--- config.mk ---
export PLATFORM = sky130hd
export DESIGN_NAME = pong_game_ctrl
export DESIGN_NICKNAME = d
export VERILOG_FILES = /design/src/rtl/pong_game_ctrl.sv
export SDC_FILE = /design/constraint.sdc
export NUM_CORES = 1
export LEC_CHECK = 0
export BUFFER_PORTS_ARGS = -buffer_cell sky130_fd_sc_hd__buf_2
export CORE_MARGIN = 3
export CORE_UTILIZATION = 40
export DETAILED_ROUTE_END_ITERATION = 8
export PLACE_DENSITY = 0.62
export SETUP_SLACK_MARGIN = 0.15
export SYNTH_ARGS = -nofsm -noshare
export SYNTH_HDL_FRONTEND = slang
export SYNTH_SLANG_ARGS = --single-unit
--- constraint.sdc ---
create_clock -name i_clk -period 6 [get_ports i_clk]
set_input_delay 0.6 -clock i_clk [delete_from_list [all_inputs] [get_ports i_clk]]
set_output_delay 0.6 -clock i_clk [all_outputs]
set_load 0.02 [all_outputs]
--- src/rtl/pong_game_ctrl.sv ---
// pong_game_ctrl: per-frame Pong sequencer for ball, paddle, score, lives and the serve/play/miss/over flow.
// Latency: a frame tick is acted on at that clock edge, so outputs change one clk after the tick; MISS lasts exactly 1 clk.
// Backpressure: none; the block free-runs on i_frame_tick and its outputs feed the pixel compare logic directly.
//
// Ports:
//   i_clk, i_rst_n      pixel clock, synchronous active-low reset
//   i_frame_tick        1-cycle pulse per frame; buttons are only looked at on these cycles
//   i_btn_up/i_btn_down synchronised paddle buttons (up wins when both are pressed)
//   o_ball_x/o_ball_y   ball cell;  o_paddle_y  paddle top row
//   o_score             paddle hits this game (saturating);  o_lives  remaining lives
//   o_game_over         high in OVER;  o_state  00 SERVE, 01 PLAY, 10 MISS, 11 OVER
module pong_game_ctrl #(
    parameter int GRID_W     = 32,
    parameter int GRID_H     = 24,
    parameter int PADDLE_X   = 3,
    parameter int PADDLE_LEN = 5,
    parameter int PADDLE_Y0  = 10,
    parameter int SERVE_X    = 16,
    parameter int SERVE_Y    = 12,
    parameter int BALL_DIV   = 2,
    parameter int PAD_DIV    = 1,
    parameter int LIVES      = 3
) (
    input  logic                      i_clk,
    input  logic                      i_rst_n,
    input  logic                      i_frame_tick,
    input  logic                      i_btn_up,
    input  logic                      i_btn_down,
    output logic [$clog2(GRID_W)-1:0] o_ball_x,
    output logic [$clog2(GRID_H)-1:0] o_ball_y,
    output logic [$clog2(GRID_H)-1:0] o_paddle_y,
    output logic [7:0]                o_score,
    output logic [2:0]                o_lives,
    output logic                      o_game_over,
    output logic [1:0]                o_state
);
    localparam int XW  = $clog2(GRID_W);
    localparam int YW  = $clog2(GRID_H);
    localparam int BDW = (BALL_DIV > 1) ? $clog2(BALL_DIV) : 1;
    localparam int PDW = (PAD_DIV > 1) ? $clog2(PAD_DIV) : 1;

    localparam logic [XW-1:0] X_MAX   = XW'(GRID_W - 1);
    localparam logic [YW-1:0] Y_MAX   = YW'(GRID_H - 1);
    localparam logic [YW-1:0] PAD_MAX = YW'(GRID_H - PADDLE_LEN);
    localparam logic [XW-1:0] HIT_X   = XW'(PADDLE_X + 1);

    typedef enum logic [1:0] {
        S_SERVE = 2'b00,
        S_PLAY  = 2'b01,
        S_MISS  = 2'b10,
        S_OVER  = 2'b11
    } state_t;

    state_t         r_state;
    logic [XW-1:0]  r_ball_x;
    logic [YW-1:0]  r_ball_y;
    logic           r_dx_pos;      // 1: moving right (+1), 0: moving left (-1)
    logic           r_dy_pos;      // 1: moving down (+1), 0: moving up (-1)
    logic [YW-1:0]  r_paddle_y;
    logic [7:0]     r_score;
    logic [2:0]     r_lives;
    logic           r_game_over;
    logic [BDW-1:0] r_ball_div;
    logic [PDW-1:0] r_pad_div;

    logic           w_pad_wrap;
    logic           w_ball_wrap;
    logic [YW-1:0]  w_pad_next;
    logic           w_dy_flip;
    logic           w_dy_next;
    logic [YW-1:0]  w_y_next;
    logic           w_x_wall;
    logic           w_hit;
    logic           w_miss;
    logic [XW-1:0]  w_x_next;
    logic           w_dx_next;
    logic [7:0]     w_score_inc;
    logic [2:0]     w_lives_dec;

    assign w_pad_wrap  = (r_pad_div == PDW'(PAD_DIV - 1));
    assign w_ball_wrap = (r_ball_div == BDW'(BALL_DIV - 1));

    always_comb begin
        w_pad_next = r_paddle_y;
        if (i_btn_up && (r_paddle_y != '0)) begin
            w_pad_next = r_paddle_y - YW'(1);
        end else if (i_btn_down && (r_paddle_y < PAD_MAX)) begin
            w_pad_next = r_paddle_y + YW'(1);
        end
    end

    // Vertical bounce: flip first, then move one row in the new direction.
    assign w_dy_flip = r_dy_pos ? (r_ball_y == Y_MAX) : (r_ball_y == '0);
    assign w_dy_next = r_dy_pos ^ w_dy_flip;
    assign w_y_next  = w_dy_next ? (r_ball_y + YW'(1)) : (r_ball_y - YW'(1));

    // Paddle hit uses the pre-step ball row against the current paddle span.
    assign w_x_wall = r_dx_pos && (r_ball_x == X_MAX);
    assign w_hit    = !r_dx_pos && (r_ball_x == HIT_X) &&
                      (r_ball_y >= r_paddle_y) &&
                      ({1'b0, r_ball_y} <= ({1'b0, r_paddle_y} + (YW+1)'(PADDLE_LEN - 1)));
    assign w_miss   = !r_dx_pos && (r_ball_x == '0);

    always_comb begin
        w_x_next  = r_ball_x;
        w_dx_next = r_dx_pos;
        if (w_x_wall) begin
            w_x_next  = r_ball_x - XW'(1);
            w_dx_next = 1'b0;
        end else if (w_hit) begin
            w_x_next  = r_ball_x + XW'(1);
            w_dx_next = 1'b1;
        end else if (!w_miss) begin
            w_x_next  = r_dx_pos ? (r_ball_x + XW'(1)) : (r_ball_x - XW'(1));
        end
    end

    assign w_score_inc = (r_score == 8'hFF) ? r_score : (r_score + 8'd1);
    assign w_lives_dec = r_lives - 3'd1;

    always_ff @(posedge i_clk) begin
        if (!i_rst_n) begin
            r_state     <= S_SERVE;
            r_ball_x    <= XW'(SERVE_X);
            r_ball_y    <= YW'(SERVE_Y);
            r_dx_pos    <= 1'b1;
            r_dy_pos    <= 1'b1;
            r_paddle_y  <= YW'(PADDLE_Y0);
            r_score     <= 8'd0;
            r_lives     <= 3'(LIVES);
            r_game_over <= 1'b0;
            r_ball_div  <= '0;
            r_pad_div   <= '0;
        end else begin
            // Paddle runs on its own divider while the ball is live or waiting to serve.
            if (i_frame_tick && ((r_state == S_SERVE) || (r_state == S_PLAY))) begin
                if (w_pad_wrap) begin
                    r_pad_div  <= '0;
                    r_paddle_y <= w_pad_next;
                end else begin
                    r_pad_div  <= r_pad_div + PDW'(1);
                end
            end

            case (r_state)
                S_SERVE: begin
                    if (i_frame_tick) begin
                        r_ball_div <= '0;
                        if (i_btn_up || i_btn_down) begin
                            r_state <= S_PLAY;
                        end
                    end
                end
                S_PLAY: begin
                    if (i_frame_tick) begin
                        if (w_ball_wrap) begin
                            r_ball_div <= '0;
                            if (w_miss) begin
                                // Ball stays where it left the field.
                                r_state <= S_MISS;
                            end else begin
                                r_ball_x <= w_x_next;
                                r_dx_pos <= w_dx_next;
                                r_ball_y <= w_y_next;
                                r_dy_pos <= w_dy_next;
                                if (w_hit) begin
                                    r_score <= w_score_inc;
                                end
                            end
                        end else begin
                            r_ball_div <= r_ball_div + BDW'(1);
                        end
                    end
                end
                S_MISS: begin
                    r_lives <= w_lives_dec;
                    if (w_lives_dec == 3'd0) begin
                        r_state     <= S_OVER;
                        r_game_over <= 1'b1;
                    end else begin
                        r_ball_x   <= XW'(SERVE_X);
                        r_ball_y   <= YW'(SERVE_Y);
                        r_dx_pos   <= 1'b1;
                        r_dy_pos   <= 1'b1;
                        r_ball_div <= '0;
                        r_state    <= S_SERVE;
                    end
                end
                S_OVER: begin
                    if (i_frame_tick && (i_btn_up || i_btn_down)) begin
                        r_score     <= 8'd0;
                        r_lives     <= 3'(LIVES);
                        r_paddle_y  <= YW'(PADDLE_Y0);
                        r_ball_x    <= XW'(SERVE_X);
                        r_ball_y    <= YW'(SERVE_Y);
                        r_dx_pos    <= 1'b1;
                        r_dy_pos    <= 1'b1;
                        r_game_over <= 1'b0;
                        r_state     <= S_SERVE;
                    end
                end
                default: r_state <= S_SERVE;
            endcase
        end
    end

    assign o_ball_x    = r_ball_x;
    assign o_ball_y    = r_ball_y;
    assign o_paddle_y  = r_paddle_y;
    assign o_score     = r_score;
    assign o_lives     = r_lives;
    assign o_game_over = r_game_over;
    assign o_state     = r_state;

endmodule

==> results by group <==
Worst setup path
  – Critical Path RT: 6.22 ns
  – Crit end category: flop
  – Kind of critical path: reg -> reg
  – CP arrival: 3.02 ns
  – Top Family by Delay on Critical Path: simple AND/OR/NAND/NOR gates
  – CP cell instances: inv_1, ha_1, inv_1, ha_1, nand2_1, o31ai_1, a31o_1, and4_1, nand3_2, or3_1, a21oi_1
  – Startpoint Class: flop
  – CP max stage delay: 0.50 ns
  – CP max-delay cell: dfxtp_1
  – CP Buf/Inv Count: 2
  – Crit-path max FO: 10

Cells and area
  – Post-layout nets: 337
  – Storage element area: 641 sq um
  – Area of the multi-input gates: 1450 sq um
  – # diodes: 0
  – Area delta synth->final: 13.9%
  – Commonest non-fill, non-tap cell in the layout: buf_2
  – Design Area, Final: 2510 sq um
  – Leading cell types in the layout, fill and taps excluded: buf_2 (33), dfxtp_1 (32), nand2_1 (31)
  – Share of cells above drive strength 1: 0.148
  – Fillers: 537

Synth
  – Net count after synthesis: 305
  – Post-synth top flop: dfxtp_1
  – Post-synth EDFFs: 0
  – Synth warn: 0
  – Avg Synthesized Cell Area: 7.97 sq um
  – Gate Count Post-Synth: 277
  – Mapped cell area: 2210 sq um
  – Post-synth ARST share: 0
  – Flops & latches, synth: 32
  – Seq/Total Area, Yosys: 0.290
  – Netlist cell types: 51

Global routing
  – Largest net degree at the start of global routing: 25
  – GRT Util Overall: 0.165
  – Gr ovfl total: 0
  – GRT met3 Usage: 0.0314
  – GRT busiest layer: met2
  – First-pass GRT wire length: 8.54 mm
  – Met2 Usage GRT: 0.263
  – Antenna violations before repair: 0
  – Met1 usage: 0.229
  – Vias in the first global route: 1,805

Place
  – Gpl congestion: 0.820
  – Placed instance area: 2420 sq um
  – DP HPWL: 3.75 mm
  – PortBufs: 33
  – Pre-CTS setup slack: 3.20 ns

Detailed routing
  – First drt pass iteration count: 4
  – DR vias/cell: 5.18
  – DRT iter0 DRCs: 70
  – Routed Antenna Nets: 0
  – Via count: 1,967
  – Total Wirelength: 4.97 mm
  – Post-route DRC: 0
  – Drt wl/cell: 13.1 um

Clock tree
  – Max clock buf depth: 2
  – Later-pin clock latency in the skew report: 0.29 ns
  – Sinks on Clock Net: 32
  – Clock-pin slew on the worst setup and hold paths: 0.08 ns
  – TritonCTS Buffers: 5
  – CTS tree: done
  – CTS Hold Bufs: 0
  – Max H-tree Level: 2
  – Post-CTS Setup Bufs: 0
  – # resized after CTS: 0
  – CTS root buffer: clkbuf_8

Power and ir drop
  – Clk pwr share: 0.390
  – Tot Pwr: 447 uW
  – Gate power share: 0.112
  – Flop pwr share: 0.498
  – Internal Power: 318 uW
  – Switch share: 0.288
  – PwrDens: 178 nW/um^2
  – Worst VDD drop: 0.105 mV
  – Net switching power: 129 uW
  – LEAKAGE: 1.07 nW

Floorplan
  – Total die area: 6440 sq um
  – Starting Density: 0.421
  – Core area: 5240 sq um
  – Die width: 80.3 um
  – I/O Pins: 34
  – Num rows: 26
  – Die Y: 80.3 um

STA
  – Final hold vios: 0
  – Clock Skew: 0.0102 ns
  – Maximum clock frequency: 0.358 GHz
  – Crit path setup slack, layout: 3.21 ns
  – Unrepaired setup endpoints after global routing: false
  – Min cycle time layout: 2.79 ns
  – Tcrit/Tclk final: 0.465
  – # setup viols final: 0
  – Rel. slew slack: 0.303
  – Sum Neg Setup Slack: 0 ns
  – Worst-margin pin slew: 1.05 ns
  – Slew Viols, Final: 0

Worst hold path
  – Worst min-delay path category: reg -> reg

Job
  – MaxCap Viol Count: 0

Outcome
  – Status: finished clean
## flip-flops by register name, summed over array words and instances (netlist names)
register	cells
o_paddle_y	5
o_lives	3
o_score	8
r_dx_pos	1
r_dy_pos	1
o_state	2
r_ball_div	1
o_ball_y	5
o_ball_x	5
o_game_over	1
## worst min-delay path, stage by stage, from the launching register on
cell,delay (ns)
dfxtp_1,0.33
o21ai_0,0.07
a21oi_1,0.06
## cells by family after synthesis
kind of cell             synth area share
multiplexers                      0.00454
buffers and inverters              0.0510
adder cells (fa/ha/maj)             0.134
AND/OR/NAND/NOR                     0.272
flip-flops                          0.290
XOR/XNOR                           0.0635
AO/OA/AOI/OAI                       0.185
## through the flow
step | std cells | hold slack [ns] | utilization
after global routing | 380 | 0.541 | 0.480
after global placement | 372 | 0.486 | 0.462
after detailed placement | 372 | 0.490 | 0.462
after floorplan | 277 | 0.492 | -
after CTS | 380 | 0.503 | 0.480
final | 380 | 0.502 | 0.480
## power by group through the flow
stage	Sequential, mW	Combinational, mW	Clock, mW
after floorplan	0.229	0.0353	0
after global placement	0.228	0.0504	0
after detailed placement	0.228	0.0506	0
after CTS	0.223	0.0509	0.183
after global routing	0.224	0.0568	0.192
final	0.223	0.0500	0.174
## cell usage after synthesis, types with 8 or more instances
library cell  count  area [sq um]
nor2_1           19          71.3
xnor2_1          10          87.6
a21oi_1          14          70.1
nand2_1          31           116
o21ai_0          17          85.1
nand2b_1          8          50.1
dfxtp_1          32           641
and2_1            8          50.1
ha_1             22           275
inv_1            20          75.1
nor2b_1           9          56.3
nand3_1          15          75.1
## path summary, 6_finish.rpt
check	to	start	slack, ns	cells after the start
worst max-delay path	o_score[5]	o_paddle_y[2]	3.21	11
worst min-delay path	o_score[5]	o_score[5]	0.50	2
worst max register to register	o_score[5]	o_paddle_y[2]	3.21	11
worst min register to register	o_score[5]	o_score[5]	0.50	2
## cell type report
cell class,count,share of cell area
multi-input combinational,217,0.578
sequential,32,0.255
timing repair buffer,33,0.0657
tap,70,0.0348
inverter,20,0.0299
clock buffer,5,0.0274
clock inverter,3,0.00945
## metal layers
layer,up-vias,share of wire
li1,1039,-
met1,891,0.49
met2,32,0.46
met3,5,0.038
met4,0,0.0068
met5,-,0
(Power assumes the default switching activity.)
